## config.mk

```make
export PLATFORM = sky130hd
export DESIGN_NAME = fetch_sequencer
export DESIGN_NICKNAME = d
export VERILOG_FILES = /design/src/rtl/mips_pkg.sv /design/src/rtl/fetch_skid_buf.sv /design/src/rtl/fetch_sequencer.sv
export SDC_FILE = /design/constraint.sdc
export NUM_CORES = 1
export LEC_CHECK = 0
export BUFFER_PORTS_ARGS = -buffer_cell sky130_fd_sc_hd__buf_2
export CAP_MARGIN = 5
export CORE_UTILIZATION = 40
export CTS_CLUSTER_DIAMETER = 30
export DETAILED_ROUTE_END_ITERATION = 6
export GPL_TIMING_DRIVEN = 0
export PLACE_DENSITY = 0.69
export SLEW_MARGIN = 10
export SYNTH_ARGS = -nofsm -noshare
export SYNTH_HDL_FRONTEND = slang
export SYNTH_SLANG_ARGS = --single-unit
```

## constraint.sdc

```tcl
create_clock -name clock -period 5.35 [get_ports clock]
set_clock_uncertainty 0.15 [all_clocks]
set_input_delay 1.605 -clock clock [delete_from_list [all_inputs] [get_ports clock]]
set_output_delay 1.605 -clock clock [all_outputs]
set_load 0.005 [all_outputs]
```

## src/rtl/mips_pkg.sv

```systemverilog
// Shared definitions for the fetch front end: FSM encodings, reset PC and PC step.
package mips_pkg;

    localparam int XLEN = 32;

    typedef enum logic [1:0] {
        FETCH_IDLE  = 2'd0,
        FETCH_REQ   = 2'd1,
        FETCH_DRAIN = 2'd2
    } fetch_state_t;

    localparam logic [XLEN-1:0] DEFAULT_RESET_PC = 32'h0100_0000;
    localparam logic [XLEN-1:0] PC_INC           = 32'd4;

    // Instruction addresses are word aligned; the low two bits are dropped.
    function automatic logic [XLEN-1:0] align_pc(input logic [XLEN-1:0] pc);
        return {pc[XLEN-1:2], 2'b00};
    endfunction

endpackage

```

## src/rtl/fetch_skid_buf.sv

```systemverilog
// One-entry {pc, insn} holding buffer that absorbs an imem word ID cannot take yet.
module fetch_skid_buf
    import mips_pkg::*;
(
    input  logic            clock,
    input  logic            reset,
    input  logic            load,
    input  logic            pop,
    input  logic            clear,
    input  logic [XLEN-1:0] load_pc,
    input  logic [XLEN-1:0] load_insn,
    output logic            full,
    output logic [XLEN-1:0] pc,
    output logic [XLEN-1:0] insn
);

    // Clear wins so a redirect always cancels a word that arrives alongside it.
    always_ff @(posedge clock) begin
        if (reset) begin
            full <= 1'b0;
            pc   <= '0;
            insn <= '0;
        end else if (clear) begin
            full <= 1'b0;
        end else if (load) begin
            full <= 1'b1;
            pc   <= load_pc;
            insn <= load_insn;
        end else if (pop) begin
            full <= 1'b0;
        end
    end

endmodule

```

## src/rtl/fetch_sequencer.sv

```systemverilog
// Fetch PC owner: sequences single-outstanding imem reads, handles redirects with a
// delay slot and presents instructions to ID through a registered if_* stage plus a skid.
module fetch_sequencer
    import mips_pkg::*;
#(
    parameter logic [XLEN-1:0] RESET_PC = DEFAULT_RESET_PC
) (
    input  logic            clock,
    input  logic            reset,
    input  logic            w_stall,
    input  logic            w_redirect,
    input  logic [XLEN-1:0] w_redirect_pc_32,
    output logic            w_imem_req,
    output logic [XLEN-1:0] w_imem_addr_32,
    input  logic            w_imem_ack,
    input  logic [XLEN-1:0] w_imem_data_32,
    output logic            w_if_valid,
    output logic [XLEN-1:0] w_if_pc_32,
    output logic [XLEN-1:0] w_if_insn_32,
    output logic [XLEN-1:0] w_pc_32,
    output fetch_state_t    w_fetch_state
);

    // Handshakes: imem req/addr are held until the ack cycle and the ack is never
    // refused; ID takes if_* on any edge with w_if_valid=1 and w_stall=0.

    fetch_state_t    state;
    logic [XLEN-1:0] pc;
    logic            consume;
    logic            slot_free;
    logic            ack_take;
    logic [XLEN-1:0] target;
    logic [XLEN-1:0] pc_seq;
    logic            skid_full;
    logic [XLEN-1:0] skid_pc;
    logic [XLEN-1:0] skid_insn;
    logic            skid_load;
    logic            skid_pop;

    assign consume   = w_if_valid & ~w_stall;
    assign slot_free = ~w_if_valid | consume;
    assign ack_take  = (state == FETCH_REQ) & w_imem_ack;
    assign target    = align_pc(w_redirect_pc_32);
    assign pc_seq    = pc + PC_INC;
    assign skid_load = ack_take & ~w_redirect & ~slot_free;
    assign skid_pop  = slot_free & ~w_redirect;

    assign w_pc_32       = pc;
    assign w_fetch_state = state;

    fetch_skid_buf u_skid (
        .clock     (clock),
        .reset     (reset),
        .load      (skid_load),
        .pop       (skid_pop),
        .clear     (w_redirect),
        .load_pc   (w_imem_addr_32),
        .load_insn (w_imem_data_32),
        .full      (skid_full),
        .pc        (skid_pc),
        .insn      (skid_insn)
    );

    always_ff @(posedge clock) begin
        if (reset) begin
            state          <= FETCH_IDLE;
            pc             <= RESET_PC;
            w_imem_req     <= 1'b0;
            w_imem_addr_32 <= '0;
            w_if_valid     <= 1'b0;
            w_if_pc_32     <= '0;
            w_if_insn_32   <= '0;
        end else begin
            // The word on if_* at a redirect is the delay slot; anything younger is dropped.
            if (w_redirect) begin
                if (consume) begin
                    w_if_valid <= 1'b0;
                end
            end else if (slot_free) begin
                if (skid_full) begin
                    w_if_valid   <= 1'b1;
                    w_if_pc_32   <= skid_pc;
                    w_if_insn_32 <= skid_insn;
                end else if (ack_take) begin
                    w_if_valid   <= 1'b1;
                    w_if_pc_32   <= w_imem_addr_32;
                    w_if_insn_32 <= w_imem_data_32;
                end else begin
                    w_if_valid <= 1'b0;
                end
            end

            case (state)
                FETCH_IDLE: begin
                    if (w_redirect) begin
                        pc             <= target;
                        state          <= FETCH_REQ;
                        w_imem_req     <= 1'b1;
                        w_imem_addr_32 <= target;
                    end else if (!skid_full) begin
                        state          <= FETCH_REQ;
                        w_imem_req     <= 1'b1;
                        w_imem_addr_32 <= pc;
                    end
                end
                FETCH_REQ: begin
                    if (w_redirect) begin
                        pc <= target;
                        if (w_imem_ack) begin
                            w_imem_addr_32 <= target;
                        end else begin
                            state <= FETCH_DRAIN;
                        end
                    end else if (w_imem_ack) begin
                        pc <= pc_seq;
                        if (skid_load) begin
                            state      <= FETCH_IDLE;
                            w_imem_req <= 1'b0;
                        end else begin
                            w_imem_addr_32 <= pc_seq;
                        end
                    end
                end
                FETCH_DRAIN: begin
                    // A redirect coinciding with the discarded ack starts straight at its target.
                    if (w_imem_ack) begin
                        state          <= FETCH_REQ;
                        w_imem_addr_32 <= w_redirect ? target : pc;
                        if (w_redirect) begin
                            pc <= target;
                        end
                    end else if (w_redirect) begin
                        pc <= target;
                    end
                end
                default: begin
                    state      <= FETCH_IDLE;
                    w_imem_req <= 1'b0;
                end
            endcase
        end
    end

endmodule

```

==> impl_metrics.json <==
{
  "dp_hpwl_mm": 23.7,
  "htree_levels": 4,
  "crit_path_start_kind": "primary input",
  "clkSinkCount": 197,
  "syn_inst": 1129,
  "synth-edff-count": 0,
  "antenna_found_initial": 0,
  "cts_tree": "done",
  "synth_xor_area_share_pct": 2.82,
  "clk_pin_slew_ns": 0.08,
  "multi_input_area_mm2": 0.00483,
  "grt_use_total_pct": 25.9,
  "root_buffer": "clkbuf_16",
  "area_growth_pct": 20.9,
  "cts_hold_buffers": 0,
  "r2r_cells": 6,
  "avgRoutedWirePerCell_um": 18.8,
  "diodes": 0,
  "powerDensity_mw_per_mm2": 297,
  "ios": 201,
  "ys_seq_area_share_pct": 42.4,
  "syn_avg_cell_area_um2": 8.25,
  "p_sw_share_pct": 29.1,
  "grt_pass1_vias": 8200,
  "p_leak_nw": 4.18,
  "path_common_cell": "clkbuf_1",
  "worst_slew_pin_slew_ns": 1.03,
  "outcome": "finished, final reports clean",
  "synthArstFlopShare_pct": 0,
  "crit_slowest_cell": "nor2_1",
  "ant_nets": 0,
  "reg2reg_to": "u_skid.pc[27]",
  "place.gp.congestion": 0.939,
  "synthAdderAreaFrac_pct": 0.134,
  "clk_path_buf_depth": 2,
  "hold_slack_ns": 0.306,
  "internal_power_w": 0.00237,
  "vias": 9073,
  "endpoint": "u_skid.pc[27]",
  "layout_worst_path_cycle_share_pct": 67.7,
  "power.switching_w": 0.000975,
  "layout_min_cycle_time_ns": 3.62,
  "crit_family": "simple AND/OR/NAND/NOR gates",
  "synthMuxAreaShare_pct": 7.09,
  "nets": 1415,
  "grt_max_degree": 21,
  "fill_cells": 2258,
  "synth.distinct_cells": 60,
  "post_cts_resized": 0,
  "overflow": 0,
  "path_buf_inv": 3,
  "synth_top_family_by_area": "simple AND/OR/NAND/NOR gates",
  "row_count": 55,
  "core_area_mm2": 0.0227,
  "fin_setup_tns_ns": 0,
  "port_buffers": 197,
  "vdd_ir_drop_max_v": 0.000193,
  "viasPerCell": 5.52,
  "combPwrFrac_pct": 12.8,
  "clock.fmax_mhz": 276,
  "drive_gt1_share_pct": 20.5,
  "min_path_type": "reg2reg",
  "grt_pass1_wl_mm": 47.4,
  "yosysWarnings": 0,
  "synth-seq-cells": 197,
  "drv_cap": 0,
  "rsz0062_at_grt": "false",
  "post-synth-top-area-cell": "dfxtp_1",
  "start_util_pct": 41.0,
  "critPathCaptureType": "flop",
  "synth_flop_cell": "dfxtp_1",
  "post-cts-setup-buffer-count": 0,
  "die-area_mm2": 0.0239,
  "drc": 0,
  "cp_slowest_stage_delay_ns": 0.80,
  "report.final.slew_viol_count": 0,
  "regArea_mm2": 0.00394,
  "seq_power_share_pct": 47.7,
  "r2r_slack_ns": 2.63,
  "synth_top_area_share_pct": 42.4,
  "crit_arrival_ns": 3.84,
  "clkPwrFrac_pct": 39.5,
  "clkLatencyLatePin_ns": 0.44,
  "synth.area.top_cells": "dfxtp_1 42%, nand2_1 7.7%, mux2i_1 7.1%",
  "synthSimpleGateAreaFrac_pct": 21.2,
  "synth_compound_area_share_pct": 20.7,
  "crit_cells": 7,
  "cp_cell_sequence": "buf_2, nand4bb_1, clkbuf_1, nor2_1, clkbuf_1, nand2_1, a21oi_1",
  "detail_route.first_pass.iterations": 5,
  "numCtsBuffers": 17,
  "relSlewSlack_pct": 31.2,
  "dieHeight_um": 155,
  "path_class": "in2reg",
  "rr_startpoint": "w_fetch_state[0]",
  "hold_viol_final": 0,
  "cp_max_fo": 10,
  "finalSetupViolCount": 0,
  "crit_start": "w_redirect",
  "synthesis.nets": 1199,
  "dieWidth_um": 155,
  "drt-initial-drc-count": 771,
  "syn_area_mm2": 0.00931,
  "wl_mm": 30.9,
  "crit_required_ns": 5.57
}
## placed cells by master, fill, tap and decap left out, types with 7 or more instances in the layout
cell,count
a2111oi_0,10
a211oi_1,74
a21oi_1,99
a22oi_1,8
a31oi_1,12
and3_1,9
buf_2,222
clkbuf_1,60
clkbuf_16,17
dfxtp_1,197
inv_1,7
mux2i_1,66
nand2_1,191
nand2b_1,9
nand3_1,36
nand4_1,22
nor2_1,96
nor3_1,11
nor4_1,8
o211ai_1,7
o21a_1,11
o21ai_0,37
o22ai_1,19
xnor2_1,9
xor2_1,21
## cells in the mapped netlist (all sizes together), types with 4 or more instances
| cell | instances |
|---|---|
| o31a | 4 |
| nand2b | 9 |
| a22oi | 8 |
| nor3 | 12 |
| a311oi | 4 |
| o22ai | 19 |
| a211oi | 74 |
| nor2 | 96 |
| nor2b | 4 |
| nand2 | 191 |
| nand3 | 38 |
| a21oi | 99 |
| nor4 | 11 |
| o21ai | 39 |
| a2111oi | 11 |
| o21a | 11 |
| or3 | 4 |
| xnor2 | 9 |
| o211ai | 7 |
| and2 | 6 |
| or4 | 4 |
| a221oi | 4 |
| clkbuf | 66 |
| nand4 | 25 |
| xor2 | 21 |
| and3 | 9 |
| inv | 7 |
| mux2i | 66 |
| a31oi | 12 |
| dfxtp | 197 |
| and4 | 6 |
| buf | 37 |
## power groups by stage
| stage | Sequential (W) | Clock (W) | Combinational (W) |
|---|---|---|---|
| after global routing | 0.00160 | 0.00140 | 0.000468 |
| after global placement | 0.00163 | 0 | 0.000423 |
| final | 0.00159 | 0.00132 | 0.000430 |
| after floorplan | 0.00162 | 0 | 0.000235 |
| after detailed placement | 0.00163 | 0 | 0.000424 |
| after CTS | 0.00159 | 0.00134 | 0.000426 |
## logic make-up (layout without fill, tap and decap cells)
kind of cell	Yosys count	after routing
and+or+nand+nor	422	422
AOI/OAI and AO/OA	302	302
DFF	197	197
buffers and inverters	111	340
muxes	66	66
xor gates and xnor gates	30	30
adders and majority gates	1	1
## worst reg2reg max path: stages (launching register included)
cell       delay (ns)
dfxtp_1          0.46
nand4bb_1        0.13
clkbuf_1         0.34
nor2_1           0.80
clkbuf_1         0.51
nand2_1          0.12
a21oi_1          0.15
## worst min-delay path by stage
stage               startpoint               to  cells after the start
2_1_floorplan   u_skid.insn[0]   u_skid.insn[0]                      2
3_3_place_gp    u_skid.insn[1]   u_skid.insn[1]                      2
3_5_place_dp      u_skid.pc[9]     u_skid.pc[9]                      2
4_1_cts           u_skid.pc[9]     u_skid.pc[9]                      2
5_1_grt         u_skid.insn[9]   u_skid.insn[9]                      2
6_report       u_skid.insn[18]  u_skid.insn[18]                      2
## area by class of cell
type	count	area share, %
repair buffers	197	8.76
clock buffers	17	3.78
plain buffers	104	4.50
flip-flops and latches	197	35.0
well taps	285	3.17
clock inverters	15	1.60
inverters	7	0.233
multi-input cells	821	42.9
## layer usage
| layer | global-route usage, % | share of wire, % |
|---|---|---|
| met1 | 35.0 | 46 |
| met2 | 41.9 | 46 |
| met3 | 4.01 | 5.9 |
| met4 | 9.15 | 2.3 |
| met5 | 0 | 0 |
## flip-flops by register name, indices dropped and copies added (netlist names)
register and count:
w_pc_32 32, w_if_pc_32 32, w_imem_addr_32 32, u_skid.insn 32, u_skid.pc 32, u_skid.full 1, w_imem_req 1, w_fetch_state 2
w_if_insn_32 32, w_if_valid 1
## through the flow
stage	instance area [µm²]	setup WS, ns	power, W	util [%]	instances
4_1_cts	11300	1.74	0.00336	49.6	1643
3_3_place_gp	10700	1.35	0.00205	46.9	1611
3_5_place_dp	10700	1.27	0.00205	46.9	1611
5_1_grt	11300	1.61	0.00348	49.6	1643
2_1_floorplan	9310	2.13	0.00185	-	1129
6_report	11300	1.73	0.00335	49.6	1643
(Power assumes the default switching activity.)
